--- src/rtl/dilithium_seq_pkg.sv ---
// Shared types and constants for the dilithium host-side operation sequencer.
package dilithium_seq_pkg;

  typedef enum logic [2:0] {
    StIdle,
    StClr,
    StStart,
    StRun,
    StReport
  } seq_state_t;

  localparam logic [1:0] MODE_KEYGEN = 2'd0;
  localparam logic [1:0] MODE_VERIFY = 2'd1;
  localparam logic [1:0] MODE_SIGN   = 2'd2;

  typedef struct packed {
    logic [31:0] cycles;
    logic [7:0]  rejects;
    logic        timeout;
  } res_t;

endpackage

--- src/rtl/sat_counter.sv ---
// Up-counter with synchronous clear and enable that sticks at its all-ones value.
module sat_counter #(
  parameter int unsigned Width = 32
) (
  input  logic             clk_i,
  input  logic             rst_i,
  input  logic             clr_i,
  input  logic             en_i,
  output logic [Width-1:0] cnt_o
);

  logic [Width-1:0] cnt_q, cnt_d;

  always_comb begin
    cnt_d = cnt_q;
    if (clr_i) begin
      cnt_d = '0;
    end else if (en_i && (cnt_q != '1)) begin
      cnt_d = cnt_q + Width'(1);
    end
  end

  always_ff @(posedge clk_i) begin
    if (rst_i) begin
      cnt_q <= '0;
    end else begin
      cnt_q <= cnt_d;
    end
  end

  assign cnt_o = cnt_q;

endmodule

--- src/rtl/dilithium_op_sequencer.sv ---
// Drives one dilithium core through reset/start, streams a fixed number of words each way
// with zero added latency, and reports cycles, reject count and timeout per operation.
module dilithium_op_sequencer
  import dilithium_seq_pkg::*;
#(
  parameter int unsigned W       = 64,
  parameter int unsigned CNT_W   = 16,
  parameter logic [31:0] TIMEOUT = 32'd50_000_000
) (
  input  logic             clk,
  input  logic             rst,
  input  logic             cmd_valid,
  output logic             cmd_ready,
  input  logic [1:0]       cmd_mode,
  input  logic [CNT_W-1:0] cmd_in_words,
  input  logic [CNT_W-1:0] cmd_out_words,
  input  logic             src_valid,
  output logic             src_ready,
  input  logic [W-1:0]     src_data,
  output logic             snk_valid,
  input  logic             snk_ready,
  output logic [W-1:0]     snk_data,
  output logic             core_rst,
  output logic             core_start,
  output logic [1:0]       core_mode,
  input  logic             core_done,
  output logic             core_valid_i,
  input  logic             core_ready_i,
  output logic [W-1:0]     core_data_i,
  input  logic             core_valid_o,
  output logic             core_ready_o,
  input  logic [W-1:0]     core_data_o,
  input  logic [7:0]       core_reject_cnt,
  output logic             busy,
  output logic             res_valid,
  output logic [31:0]      res_cycles,
  output logic [7:0]       res_rejects,
  output logic             res_timeout
);

  seq_state_t       state_q, state_d;
  logic [1:0]       mode_q, mode_d;
  logic [CNT_W-1:0] in_words_q, in_words_d, out_words_q, out_words_d;
  logic [CNT_W-1:0] in_cnt_q, in_cnt_d, out_cnt_q, out_cnt_d;
  res_t             res_q, res_d;
  logic [31:0]      cyc;

  logic run, in_act, out_act, in_xfer, out_xfer, done_ok, timeout_hit, cmd_fire;

  assign run         = (state_q == StRun);
  assign in_act      = (in_cnt_q < in_words_q);
  assign out_act     = (out_cnt_q < out_words_q);
  assign in_xfer     = run && in_act && src_valid && core_ready_i;
  assign out_xfer    = run && out_act && core_valid_o && snk_ready;
  assign done_ok     = core_done && !in_act && !out_act;
  assign timeout_hit = (TIMEOUT != 32'd0) && (cyc == TIMEOUT - 32'd1);
  assign cmd_ready   = (state_q == StIdle) && !rst;
  assign cmd_fire    = cmd_valid && cmd_ready;

  // Streams are pure wiring gated by the remaining-word counts.
  assign core_valid_i = run && src_valid && in_act;
  assign src_ready    = run && core_ready_i && in_act;
  assign core_data_i  = src_data;
  assign snk_valid    = run && core_valid_o && out_act;
  assign core_ready_o = run && snk_ready && out_act;
  assign snk_data     = core_data_o;

  assign core_rst    = (state_q == StClr);
  assign core_start  = (state_q == StStart);
  assign core_mode   = mode_q;
  assign busy        = (state_q != StIdle);
  assign res_valid   = (state_q == StReport);
  assign res_cycles  = res_valid ? res_q.cycles : 32'd0;
  assign res_rejects = res_valid ? res_q.rejects : 8'd0;
  assign res_timeout = res_valid && res_q.timeout;

  sat_counter #(
    .Width(32)
  ) u_cyc (
    .clk_i(clk),
    .rst_i(rst),
    .clr_i(cmd_fire),
    .en_i ((state_q == StStart) || run),
    .cnt_o(cyc)
  );

  always_comb begin
    state_d     = state_q;
    mode_d      = mode_q;
    in_words_d  = in_words_q;
    out_words_d = out_words_q;
    in_cnt_d    = in_cnt_q;
    out_cnt_d   = out_cnt_q;
    res_d       = res_q;
    case (state_q)
      StIdle: begin
        if (cmd_fire) begin
          mode_d      = cmd_mode;
          in_words_d  = cmd_in_words;
          out_words_d = cmd_out_words;
          in_cnt_d    = '0;
          out_cnt_d   = '0;
          state_d     = StClr;
        end
      end
      StClr:   state_d = StStart;
      StStart: state_d = StRun;
      StRun: begin
        if (in_xfer)  in_cnt_d  = in_cnt_q + CNT_W'(1);
        if (out_xfer) out_cnt_d = out_cnt_q + CNT_W'(1);
        // Completion takes priority over a coincident timeout.
        if (done_ok || timeout_hit) begin
          res_d.cycles  = cyc;
          res_d.rejects = core_reject_cnt;
          res_d.timeout = !done_ok;
          state_d       = StReport;
        end
      end
      StReport: state_d = StIdle;
      default:  state_d = StIdle;
    endcase
  end

  always_ff @(posedge clk) begin
    if (rst) begin
      state_q     <= StIdle;
      mode_q      <= 2'd0;
      in_words_q  <= '0;
      out_words_q <= '0;
      in_cnt_q    <= '0;
      out_cnt_q   <= '0;
      res_q       <= '0;
    end else begin
      state_q     <= state_d;
      mode_q      <= mode_d;
      in_words_q  <= in_words_d;
      out_words_q <= out_words_d;
      in_cnt_q    <= in_cnt_d;
      out_cnt_q   <= out_cnt_d;
      res_q       <= res_d;
    end
  end

endmodule
--- config.mk ---
export PLATFORM = sky130hd
export DESIGN_NAME = dilithium_op_sequencer
export DESIGN_NICKNAME = d
export VERILOG_FILES = /design/src/rtl/dilithium_seq_pkg.sv /design/src/rtl/sat_counter.sv /design/src/rtl/dilithium_op_sequencer.sv
export SDC_FILE = /design/constraint.sdc
export NUM_CORES = 1
export LEC_CHECK = 0
export CORE_ASPECT_RATIO = 2
export CORE_MARGIN = 10
export CORE_UTILIZATION = 40
export CTS_CLUSTER_DIAMETER = 60
export DETAILED_ROUTE_END_ITERATION = 10
export GPL_ROUTABILITY_DRIVEN = 1
export GPL_TIMING_DRIVEN = 0
export PLACE_DENSITY = 0.77
export SYNTH_ARGS = -nofsm -noshare
export SYNTH_HDL_FRONTEND = slang
export SYNTH_SLANG_ARGS = --single-unit
--- constraint.sdc ---
create_clock -name clk -period 2.4 [get_ports clk]
set_input_delay 0.48 -clock clk [delete_from_list [all_inputs] [get_ports clk]]
set_output_delay 0.48 -clock clk [all_outputs]
set_load 0.01 [all_outputs]
==> key figures, run 1 <==
Timing
  – Slew Viols, Final: 0
  – Final Skew: 0.0117 ns
  – RSZ-0062 raised after global routing: true
  – Slew HR: 0.460
  – Min Hold Slack: 0.458 ns
  – Final critical-path required period: 2.89 ns
  – Least-Margin Pin Slew: 0.807 ns
  – Maximum clock rate: 346 MHz
  – Final setup TNS: -10.37 ns
  – Final setup viols: 64
  – Final worst slack: -0.491 ns
  – Hold Vio Cnt, Final: 0
  – Fin crit share: 1.20

Final layout
  – NumNets Final: 1676
  – Number of fill cells: 1841
  – Area Overhead vs Synth: 53.7%
  – Share of layout cells above drive strength 1: 0.321
  – Antenna diodes: 0
  – Post-route cell area: 14400 um2

Floorplan
  – Initial Util: 0.404
  – Number of placed I/O pins: 358
  – Die span in y: 237 um
  – Site Rows: 79
  – Core box area: 23200 um2
  – Die area: 30400 um2
  – Die width: 128 um

Detailed routing
  – DR DRC count: 0
  – Vias: 10600
  – Final wirelength: 42.1 mm
  – 1st-iter DRT viols: 803
  – Avg WL per Cell: 23.9 um
  – DRT antenna net count: 0
  – First-pass DRT Iterations: 5
  – DR vias/cell: 6.03

Synth
  – Ys flop type: dfxtp_1
  – Seq/Total Area, Yosys: 0.303
  – Yosys reg bits: 142
  – Synth Area per Inst: 8.10 um2
  – Mapped Area: 9390 um2
  – Asr flop ratio synth: 0
  – Post-synth EDFFs: 0
  – YS warnings: 0
  – Distinct cells, synth: 81
  – Synthesized instance count: 1159
  – Net Count, Synth: 1370

Worst setup path
  – Worst Setup End Kind: primary output
  – Crit path kind: register to primary output
  – FF-to-FF Start: in_cnt_q[3]$_SDFFE_PP0P_
  – FF-to-FF setup slack: -0.23 ns
  – Worst Path Arrival: 2.41 ns
  – Startpoint types: register
  – CP required: 1.92 ns
  – R2R depth: 12
  – Worst-path maximum fanout: 2
  – Worst r2r dst: in_cnt_q[10]$_SDFFE_PP0P_

Hold path
  – Worst hold start: core_mode[0]$_SDFFE_PP0P_
  – Hold Crit Depth: 2
  – Hold endpoint: core_mode[0]$_SDFFE_PP0P_
  – Hold Crit Class: register to register

Placed design
  – Placed cell area: 12000 um2
  – Hpwl dp: 30.3 mm
  – Final Wtd Congestion: 0.937
  – Post-Place Setup Slack: -0.812 ns
  – Port Buffers: 228

Clock network
  – CTS H-Tree Depth: 4
  – CTS Sinks: 142
  – Worst-Skew Late Latency: 0.45 ns
  – Clock Path Buffers: 2
  – Root buffer cell: clkbuf_16
  – Clk slew on worst S/H paths: 0.07 ns
  – CTS Buf Count: 17
  – Clock tree from TritonCTS: built

Global route
  – Initial antenna violation count: 0
  – First-pass GRT wire length: 59.5 mm
  – Total congestion overflow: 0
  – Pin count of the biggest net entering global routing: 17
  – Vias in the first global route: 10800
  – All-Layer GR Usage: 0.248

Pwr
  – Worst VDD drop: 514 uV
  – Power Dens Cells: 495 nW/um2
  – Leak Pwr: 0.00600 uW
  – Pwr Total: 7140 uW

Status
  – Failing checks: setup timing
  – Outcome: complete, but fails checks

Flow run
  – Max-Cap Viols: 0
-- metal layers --
layer / GRT usage / vias to the layer above / routed length (um)
li1: - / 4718 / -
met1: 0.208 / 4943 / 12700
met3: 0.0768 / 222 / 4270
met5: 0 / - / 0
met4: 0.185 / 0 / 3420
met2: 0.464 / 734 / 21800
-- synthesized netlist by cell type, types with 15 or more instances --
master      n  area, um2
clkbuf_1   57        214
xnor2_1    21        184
buf_4     134       1010
nor3_1     24        120
and3_1     98        613
nand3b_1   19        143
a31oi_1    28        175
nand4_1    21        131
o31ai_1    31        233
and4_1     15        131
o211ai_1   17        128
inv_1      43        161
nand3_1    89        445
nor2_1     54        203
nand2_1   110        413
o311ai_0   23        201
a21oi_1    29        145
dfxtp_1   142       2840
ha_1       33        413
-- layout by cell type, fill, tap and decap left out, types with 7 or more instances in the layout --
master / synthesis / layout
clkbuf_1: 57 / 31
and4_1: 15 / 13
dfxtp_1: 142 / 106
nand3b_1: 19 / 19
o211ai_1: 17 / 17
o31ai_1: 31 / 31
clkdlybuf4s50_1: 0 / 179
a31oi_1: 28 / 26
ha_1: 33 / 12
inv_1: 43 / 26
buf_4: 134 / 170
a21oi_1: 29 / 23
buf_8: 0 / 10
o21ai_0: 9 / 8
a211o_1: 12 / 12
inv_2: 0 / 16
and3_1: 98 / 95
dlygate4sd2_1: 0 / 22
o311ai_2: 0 / 7
a2bb2oi_1: 10 / 10
nand2_1: 110 / 108
nand3_1: 89 / 72
nand3_2: 0 / 16
nor2_1: 54 / 49
clkbuf_16: 0 / 20
nand4_1: 21 / 21
dfxtp_2: 0 / 20
buf_6: 6 / 22
dfxtp_4: 0 / 16
nor3_1: 24 / 22
xnor2_1: 21 / 21
ha_4: 0 / 20
o311ai_4: 0 / 17
buf_2: 13 / 7
clkbuf_2: 1 / 31
clkbuf_8: 0 / 10
nor4b_1: 9 / 8
-- worst max-delay path, cell delays in order, from the launching register on --
cell,delay (ns)
dfxtp_2,0.33
inv_2,0.04
ha_4,0.23
a211o_1,0.29
a31oi_4,0.21
o221ai_4,0.16
a211o_1,0.31
buf_6,0.14
inv_8,0.05
buf_8,0.10
buf_6,0.10
-- logic make-up after synthesis --
| logic type | count (synthesis) | synth area share |
|---|---|---|
| compound gates | 219 | 0.185 |
| xor+xnor | 21 | 0.0196 |
| fa+ha+maj | 33 | 0.0440 |
| buf+inv | 262 | 0.167 |
| flops | 142 | 0.303 |
| mux | 1 | 0.00120 |
| simple gates | 481 | 0.280 |
-- stage by stage --
stage,cells,util
floorplan,1159,-
global placement,1670,0.518
detailed placement,1670,0.518
CTS,1730,0.579
global route,1761,0.622
finish,1761,0.622
-- repair_timing --
item,4_1_cts,5_1_grt
gates resized for setup,248,202
cloned,2,5
hold buffers,0,0
hold endpoints to repair,0,0
endpoints found under the setup margin,171,148
buffers inserted,26,28
pin swaps,36,65
-- worst max path at each step --
stage	to	start	slack [ns]
after floorplan	core_valid_i	in_cnt_q[2]$_SDFFE_PP0P_	0.05
after global placement	core_valid_i	in_cnt_q[2]$_SDFFE_PP0P_	-0.80
after detailed placement	core_valid_i	in_cnt_q[2]$_SDFFE_PP0P_	-0.81
after CTS	core_valid_i	in_cnt_q[2]$_SDFFE_PP0P_	-0.47
after global routing	core_valid_i	in_words_q[2]$_SDFFE_PP0P_	-0.51
final	core_valid_i	in_words_q[2]$_SDFFE_PP0P_	-0.49
-- area by class of cell --
cell class | instances | area, um2 | share of cell area
Clock buffer | 19 | 433 | 0.0300
Inverter | 44 | 175 | 0.0121
Buffer | 218 | 1630 | 0.113
Tap cell | 283 | 354 | 0.0245
Timing Repair Buffer | 286 | 2760 | 0.191
Multi-Input combinational cell | 756 | 6000 | 0.415
Clock inverter | 13 | 166 | 0.0115
Sequential cell | 142 | 2930 | 0.203
-- power by group --
group	leakage, uW	internal [uW]	switching, uW
combinational	0.00456	932	984
clock	0.000272	1640	1150
sequential	0.00117	2410	35.1
-- flip-flops by register name (all words and copies together), names as in the netlist --
signal / count
out_words_q: 16
state_q: 3
core_mode: 2
in_cnt_q: 16
out_cnt_q: 16
res_q: 41
in_words_q: 16
u_cyc.cnt_o: 32
Power figures use the tool's default switching activity.
==> run 2: changes to the inputs <==
--- a/config.mk
+++ b/config.mk
@@ -12,7 +12,7 @@
 export DETAILED_ROUTE_END_ITERATION = 10
 export GPL_ROUTABILITY_DRIVEN = 1
 export GPL_TIMING_DRIVEN = 0
-export PLACE_DENSITY = 0.77
+export PLACE_DENSITY = 0.74
 export SYNTH_ARGS = -nofsm -noshare
 export SYNTH_HDL_FRONTEND = slang
 export SYNTH_SLANG_ARGS = --single-unit
==> constraint.sdc (replaced) <==
create_clock -name clk -period 3.6 [get_ports clk]
set_input_delay 0.72 -clock clk [delete_from_list [all_inputs] [get_ports clk]]
set_output_delay 0.72 -clock clk [all_outputs]
set_load 0.01 [all_outputs]
==> run 2 against run 1 <==
  * The flow now finishes without violations
  * Cell count down 3.1%
  * Clock-buffer cell count down 1
  * Critical path depth down 6
  * Sequential share of layout area up 2.1 points
  * Worst setup slack better by 0.63 ns
  * Clock power down 32%
  * Cell area down 12%
  * Via count down 6.7%
  * Die area unchanged
  * Critical endpoint is now res_cycles[7]
==> key figures, run 2 (synthesis results as in run 1) <==
Status
  – Outcome: finished clean

Worst setup path
  – Critical Path Most Common Cell: clkbuf_1
  – Worst r2r dst: res_q[2]$_SDFFE_PP0P_
  – Startpoint types: register
  – FF-to-FF Start: out_words_q[15]$_SDFFE_PP0P_
  – Worst Path Arrival: 2.74 ns (+0.33 ns)
  – Crit path kind: register to primary output
  – Worst Setup End Kind: primary output
  – Worst path depth: 4 (-6)
  – Worst-path maximum fanout: 10 (+8)
  – Slowest stage delay, CP: 0.57 ns (+0.24 ns)
  – Number of buffers and inverters on the critical path: 3 (-2)
  – Critical path cell sequence: clkbuf_1 > clkbuf_1 > and3_1 > clkdlybuf4s50_1
  – FF-to-FF setup slack: 0.70 ns (+0.93 ns)
  – Crit path max-delay cell type: clkdlybuf4s50_1
  – CP delay by family, top: buffers and inverters
  – Crit path to: res_cycles[7]
  – CP Launch Point: state_q[2]$_SDFFE_PP0P_
  – R2R depth: 10 (-2)
  – CP required: 2.88 ns (+0.96 ns)

Detailed routing
  – Vias: 9908 (-6.7%)
  – DR DRC count: 0 (unchanged)
  – DRT antenna net count: 0 (unchanged)
  – First-pass DRT Iterations: 7 (+2)
  – DR vias/cell: 5.80 (-3.7%)
  – Avg WL per Cell: 22.0 um (-8.0%)
  – Final wirelength: 37.6 mm (-11%)
  – 1st-iter DRT viols: 697 (-13%)

Final layout
  – Commonest cells after routing, fill and taps aside: clkdlybuf4s50_1 (226), buf_4 (141), dfxtp_1 (138)
  – Reg with most FFs: res_q
  – Area Overhead vs Synth: 35.7%
  – Share of layout cells above drive strength 1: 0.163 (-0.158)
  – Commonest non-fill, non-tap cell in the layout: clkdlybuf4s50_1
  – Max reg flops: 41 (unchanged)
  – NumNets Final: 1623 (-3.2%)
  – Post-route cell area: 12700 um2 (-12%)
  – Antenna diodes: 0 (unchanged)

Clock network
  – Worst-Skew Late Latency: 0.43 ns (-0.02 ns)
  – Clock Path Buffers: 2 (unchanged)
  – Root buffer cell: clkbuf_16
  – CTS H-Tree Depth: 4 (unchanged)
  – CTS Hold Bufs: 0 (unchanged)
  – Clock tree from TritonCTS: built
  – Clk slew on worst S/H paths: 0.06 ns (about the same)
  – CTS Buf Count: 17 (unchanged)
  – CTS Sinks: 142 (unchanged)

Timing
  – Min Hold Slack: 0.459 ns (+0.000799 ns)
  – Final critical-path required period: 3.46 ns
  – Slew HR: 0.439 (-0.0214)
  – Final Skew: 0.00935 ns (-0.00233 ns)
  – Maximum clock rate: 289 MHz
  – Fin crit share: 0.961
  – Hold Vio Cnt, Final: 0 (unchanged)
  – Slew Viols, Final: 0 (unchanged)
  – Final setup TNS: 0 ns (+10.37 ns)
  – Final worst slack: 0.140 ns (+0.631 ns)
  – RSZ-0062 raised after global routing: false
  – Final setup viols: 0 (-100%)
  – Least-Margin Pin Slew: 0.842 ns (+0.0351 ns)

Placed design
  – Hpwl dp: 30.3 mm (+0.17%)
  – Final Wtd Congestion: 0.960 (+2.4%)
  – Placed cell area: 12000 um2 (unchanged)
  – Post-Place Setup Slack: 0.0543 ns (+0.867 ns)
  – Port Buffers: 228 (unchanged)

Pwr
  – Power Dens Cells: 355 nW/um2 (-28%)
  – Leak Pwr: 0.00516 uW (-14%)
  – Worst VDD drop: 330 uV (-36%)

Global route
  – Pin count of the biggest net entering global routing: 17 (unchanged)
  – All-Layer GR Usage: 0.236 (-0.0125)
  – Initial antenna violation count: 0 (unchanged)
  – Total congestion overflow: 0 (unchanged)
  – Vias in the first global route: 10300 (-4.6%)
  – First-pass GRT wire length: 57.0 mm (-4.2%)

Hold path
  – Worst hold start: core_mode[1]$_SDFFE_PP0P_
  – Hold Crit Class: register to register

Floorplan
  – Number of placed I/O pins: 358 (unchanged)
  – Die width: 128 um (unchanged)
  – Die area: 30400 um2 (unchanged)
  – Core box area: 23200 um2 (unchanged)
  – Die span in y: 237 um (unchanged)
  – Site Rows: 79 (unchanged)
  – Initial Util: 0.404 (unchanged)

Flow run
  – Max-Cap Viols: 0 (unchanged)
[run 2: cell count changes in the layout (fill, tap and decap cells not counted), moves of 20 or more]
| cell | change |
|---|---|
| clkdlybuf4s50_1 | +47 |
| dfxtp_1 | +32 |
| buf_4 | -29 |
| clkbuf_2 | -29 |
| clkbuf_1 | +26 |
| o311ai_0 | +23 |
| dlygate4sd2_1 | -22 |
| ha_1 | +21 |
| ha_4 | -20 |
[run 2: how the worst min path moves through the flow]
stage                                       endpoint  slack [ns]  cells past startpoint
after CTS                  core_mode[1]$_SDFFE_PP0P_        0.46                      2
after global placement     core_mode[1]$_SDFFE_PP0P_        0.44                      2
after detailed placement   core_mode[1]$_SDFFE_PP0P_        0.45                      2
after global routing       core_mode[1]$_SDFFE_PP0P_        0.48                      2
final                      core_mode[1]$_SDFFE_PP0P_        0.46                      2
after floorplan           in_words_q[0]$_SDFFE_PP0P_        0.43                      2
[run 2: power by group]
group	switching [uW]	internal [uW]	total (uW)
clock	735	1180	1910
combinational	534	443	978
sequential	19.2	1620	1630
total	1290	3240	4530
[run 2: through the flow]
step | std cells | utilization | power (uW)
3_5_place_dp | 1670 | 0.518 | 2610
4_1_cts | 1703 | 0.547 | 4530
6_report | 1707 | 0.549 | 4530
3_3_place_gp | 1670 | 0.518 | 2600
2_1_floorplan | 1159 | - | 2190
5_1_grt | 1707 | 0.549 | 4670
[run 2: final cells by class]
class,instances,area [um2]
clock inverters,13,190
inverters,44,173
well taps,283,354
plain buffers,218,1400
fillers,2146,10500
repair buffers,234,2320
clock buffers,18,439
multi-input cells,755,5010
flip-flops and latches,142,2850
[run 2: tightest hold or removal path, cell delays in order (launching register included)]
cell and delay, ns:
dfxtp_1 0.31, nand3_1 0.06, nand2_1 0.05
[run 2: per-layer routing]
layer,track usage,vias to the layer above,share of wire
met5,0,-,0
met4,0.156,0,0.061
met3,0.0729,119,0.088
met2,0.441,562,0.53
met1,0.205,4605,0.32
li1,-,4622,-
[run 2: timing repair]
| action | CTS | global route |
|---|---|---|
| gates resized for setup | 7 | 8 |
| endpoints found under the setup margin | 4 | 4 |
| buffers inserted | 2 | 4 |
| pin swaps | 2 | 2 |
==> run 3: changes to the inputs <==
--- a/config.mk
+++ b/config.mk
@@ -5,7 +5,7 @@
 export SDC_FILE = /design/constraint.sdc
 export NUM_CORES = 1
 export LEC_CHECK = 0
-export CORE_ASPECT_RATIO = 2
+export CORE_ASPECT_RATIO = 1.2
 export CORE_MARGIN = 10
 export CORE_UTILIZATION = 40
 export CTS_CLUSTER_DIAMETER = 60
==> run 3 against run 2 <==
  * Clock-buffer cell count is 1 lower
  * Clock skew grew 0.011 ns
  * Highest routed layer unchanged
  * Worst hold slack better by 0.0056 ns
  * Largest power group unchanged
==> key figures, run 3 (synthesis results as in run 1) <==
Status
  – Outcome: finished clean

Placed design
  – Port Buffers: 228 (unchanged)
  – Hpwl dp: 25.6 mm (-16%)
  – Placed cell area: 12100 um2 (+0.33%)
  – Final Wtd Congestion: 0.901 (-6.1%)

Final layout
  – Post-route cell area: 12800 um2 (about the same)
  – Area taken by multi-input logic gates: 5010 um2 (about the same)
  – Share of layout cells above drive strength 1: 0.161 (-0.00188)
  – Antenna diodes: 0 (unchanged)
  – Area Overhead vs Synth: 35.8% (about the same)
  – Number of fill cells: 2159 (+0.61%)
  – Commonest non-fill, non-tap cell in the layout: clkdlybuf4s50_1
  – FF+latch area: 2850 um2 (unchanged)
  – Max reg flops: 41 (unchanged)
  – Finished Core Util: 0.551 (+0.00287)
  – Reg with most FFs: res_q
  – Commonest cells after routing, fill and taps aside: clkdlybuf4s50_1 (226), buf_4 (138), dfxtp_1 (138)
  – NumNets Final: 1620 (-0.18%)

Timing
  – Maximum clock rate: 285 MHz (-1.5%)
  – Final setup viols: 0 (unchanged)
  – Min Hold Slack: 0.464 ns (+0.00565 ns)
  – Final setup TNS: 0 ns (unchanged)
  – Final critical-path required period: 3.51 ns (+0.0525 ns)
  – Hold Vio Cnt, Final: 0 (unchanged)
  – Final Skew: 0.0203 ns (+0.0109 ns)
  – Slew Viols, Final: 0 (unchanged)
  – RSZ-0062 raised after global routing: false
  – Fin crit share: 0.976 (+0.0146)
  – Slew HR: 0.468 (+0.0296)
  – Least-Margin Pin Slew: 0.794 ns (-0.0474 ns)

Detailed routing
  – DRT antenna net count: 0 (unchanged)
  – Avg WL per Cell: 18.9 um (-14%)
  – Final wirelength: 32.8 mm (-13%)
  – DR vias/cell: 5.59 (-3.7%)
  – Vias: 9709 (-2.0%)
  – DR DRC count: 0 (unchanged)
  – First-pass DRT Iterations: 6 (-1)
  – 1st-iter DRT viols: 901 (+29%)

Worst setup path
  – CP Launch Point: in_words_q[2]$_SDFFE_PP0P_
  – Worst-path maximum fanout: 10 (unchanged)
  – Crit path kind: register to primary output
  – FF-to-FF setup slack: 0.81 ns (+0.11 ns)
  – CP required: 2.88 ns (about the same)
  – FF-to-FF Start: out_words_q[15]$_SDFFE_PP0P_
  – R2R depth: 10 (unchanged)
  – Worst Setup End Kind: primary output
  – Worst Path Arrival: 2.79 ns (+0.05 ns)
  – Startpoint types: register
  – Worst r2r dst: res_q[7]$_SDFFE_PP0P_

Hold path
  – Hold Crit Depth: 2 (unchanged)
  – Hold endpoint: core_mode[0]$_SDFFE_PP0P_
  – Hold Crit Class: register to register
  – Worst hold start: core_mode[0]$_SDFFE_PP0P_

Clock network
  – CTS Sinks: 142 (unchanged)
  – CTS Buf Count: 17 (unchanged)
  – CTS H-Tree Depth: 4 (unchanged)
  – Clk slew on worst S/H paths: 0.07 ns (about the same)
  – Worst-Skew Late Latency: 0.44 ns (about the same)
  – Clock Path Buffers: 2 (unchanged)
  – Clock tree from TritonCTS: built
  – CTS Hold Bufs: 0 (unchanged)
  – Root buffer cell: clkbuf_16

Flow run
  – Max-Cap Viols: 0 (unchanged)

Global route
  – Vias in the first global route: 9688 (-6.3%)
  – All-Layer GR Usage: 0.206 (-0.0302)
  – Initial antenna violation count: 0 (unchanged)
  – Total congestion overflow: 0 (unchanged)
  – Pin count of the biggest net entering global routing: 17 (unchanged)
  – First-pass GRT wire length: 51.3 mm (-9.9%)

Pwr
  – Internal power: 3110 uW (-4.0%)
  – P_sw: 1310 uW (+1.7%)
  – Register share of total power: 0.370 (+0.009)
  – Leak Pwr: 0.00515 uW (-0.28%)
  – Clock Power Share: 0.420 (-0.003)
  – Power Dens Cells: 347 nW/um2 (-2.4%)
  – Pwr Total: 4420 uW (-2.4%)
  – Comb power frac: 0.210 (-0.006)
  – Worst VDD drop: 396 uV (+20%)
  – Switching share of power: 0.297 (+0.0119)

Floorplan
  – Initial Util: 0.406 (+0.00179)
  – Die span in y: 188 um (-21%)
  – Die width: 160 um (+25%)
  – Number of placed I/O pins: 358 (unchanged)
  – Site Rows: 61 (-23%)
  – Core box area: 23100 um2 (-0.44%)
  – Die area: 30000 um2 (-1.1%)
[run 3: power groups by stage]
stage | Sequential [uW] | Combinational (uW) | Clock, uW
2_1_floorplan | 1660 | 525 | 0
3_3_place_gp | 1670 | 890 | 0
3_5_place_dp | 1670 | 904 | 0
4_1_cts | 1640 | 917 | 1880
5_1_grt | 1640 | 1000 | 1930
6_report | 1640 | 928 | 1860
[run 3: worst max-delay path by stage]
stage / slack, ns / end / depth (start not counted)
finish: 0.09 / core_valid_i / 10
global route: 0.003 / core_valid_i / 9
CTS: -0.003 / src_ready / 8
detailed placement: 0.12 / src_ready / 7
global placement: 0.13 / src_ready / 7
floorplan: 1.01 / core_valid_i / 8
[run 3: routing by layer]
layer | track usage | wire length, um | vias to the layer above
met3 | 0.0646 | 2900 | 76
li1 | - | - | 4635
met1 | 0.235 | 13100 | 4467
met4 | 0.0813 | 967 | 0
met5 | 0 | 0 | -
met2 | 0.350 | 15800 | 531
[run 3: layout make-up]
| type | count | area share |
|---|---|---|
| Buffer | 218 | 0.110 |
| Multi-Input combinational cell | 755 | 0.393 |
| Tap cell | 315 | 0.0309 |
| Clock buffer | 17 | 0.0334 |
| Sequential cell | 142 | 0.223 |
| Timing Repair Buffer | 231 | 0.181 |
| Inverter | 44 | 0.0135 |
| Clock inverter | 15 | 0.0151 |
[run 3: through the flow]
stage                     std cells  setup slack, ns
after floorplan                1159             1.01
after global placement         1702            0.128
after detailed placement       1702            0.117
after CTS                      1735         -0.00325
after global routing           1737          0.00337
final                          1737           0.0879
[run 3: timing repair]
item / CTS / global route
gates cloned: 0 / 0
endpoints found under the setup margin: 4 / 4
setup buffers: 1 / 2
resized for setup: 8 / 6
pin swaps: 1 / 2
[run 3: worst max-delay path, cell delays in order (launching register included)]
cell and delay [ns]:
dfxtp_1 0.31, inv_1 0.05, ha_1 0.33, a211o_1 0.34
a31oi_4 0.20, o221ai_4 0.16, a211o_1 0.31, buf_6 0.16
inv_8 0.07, buf_6 0.14, dlygate4sd2_1 0.29
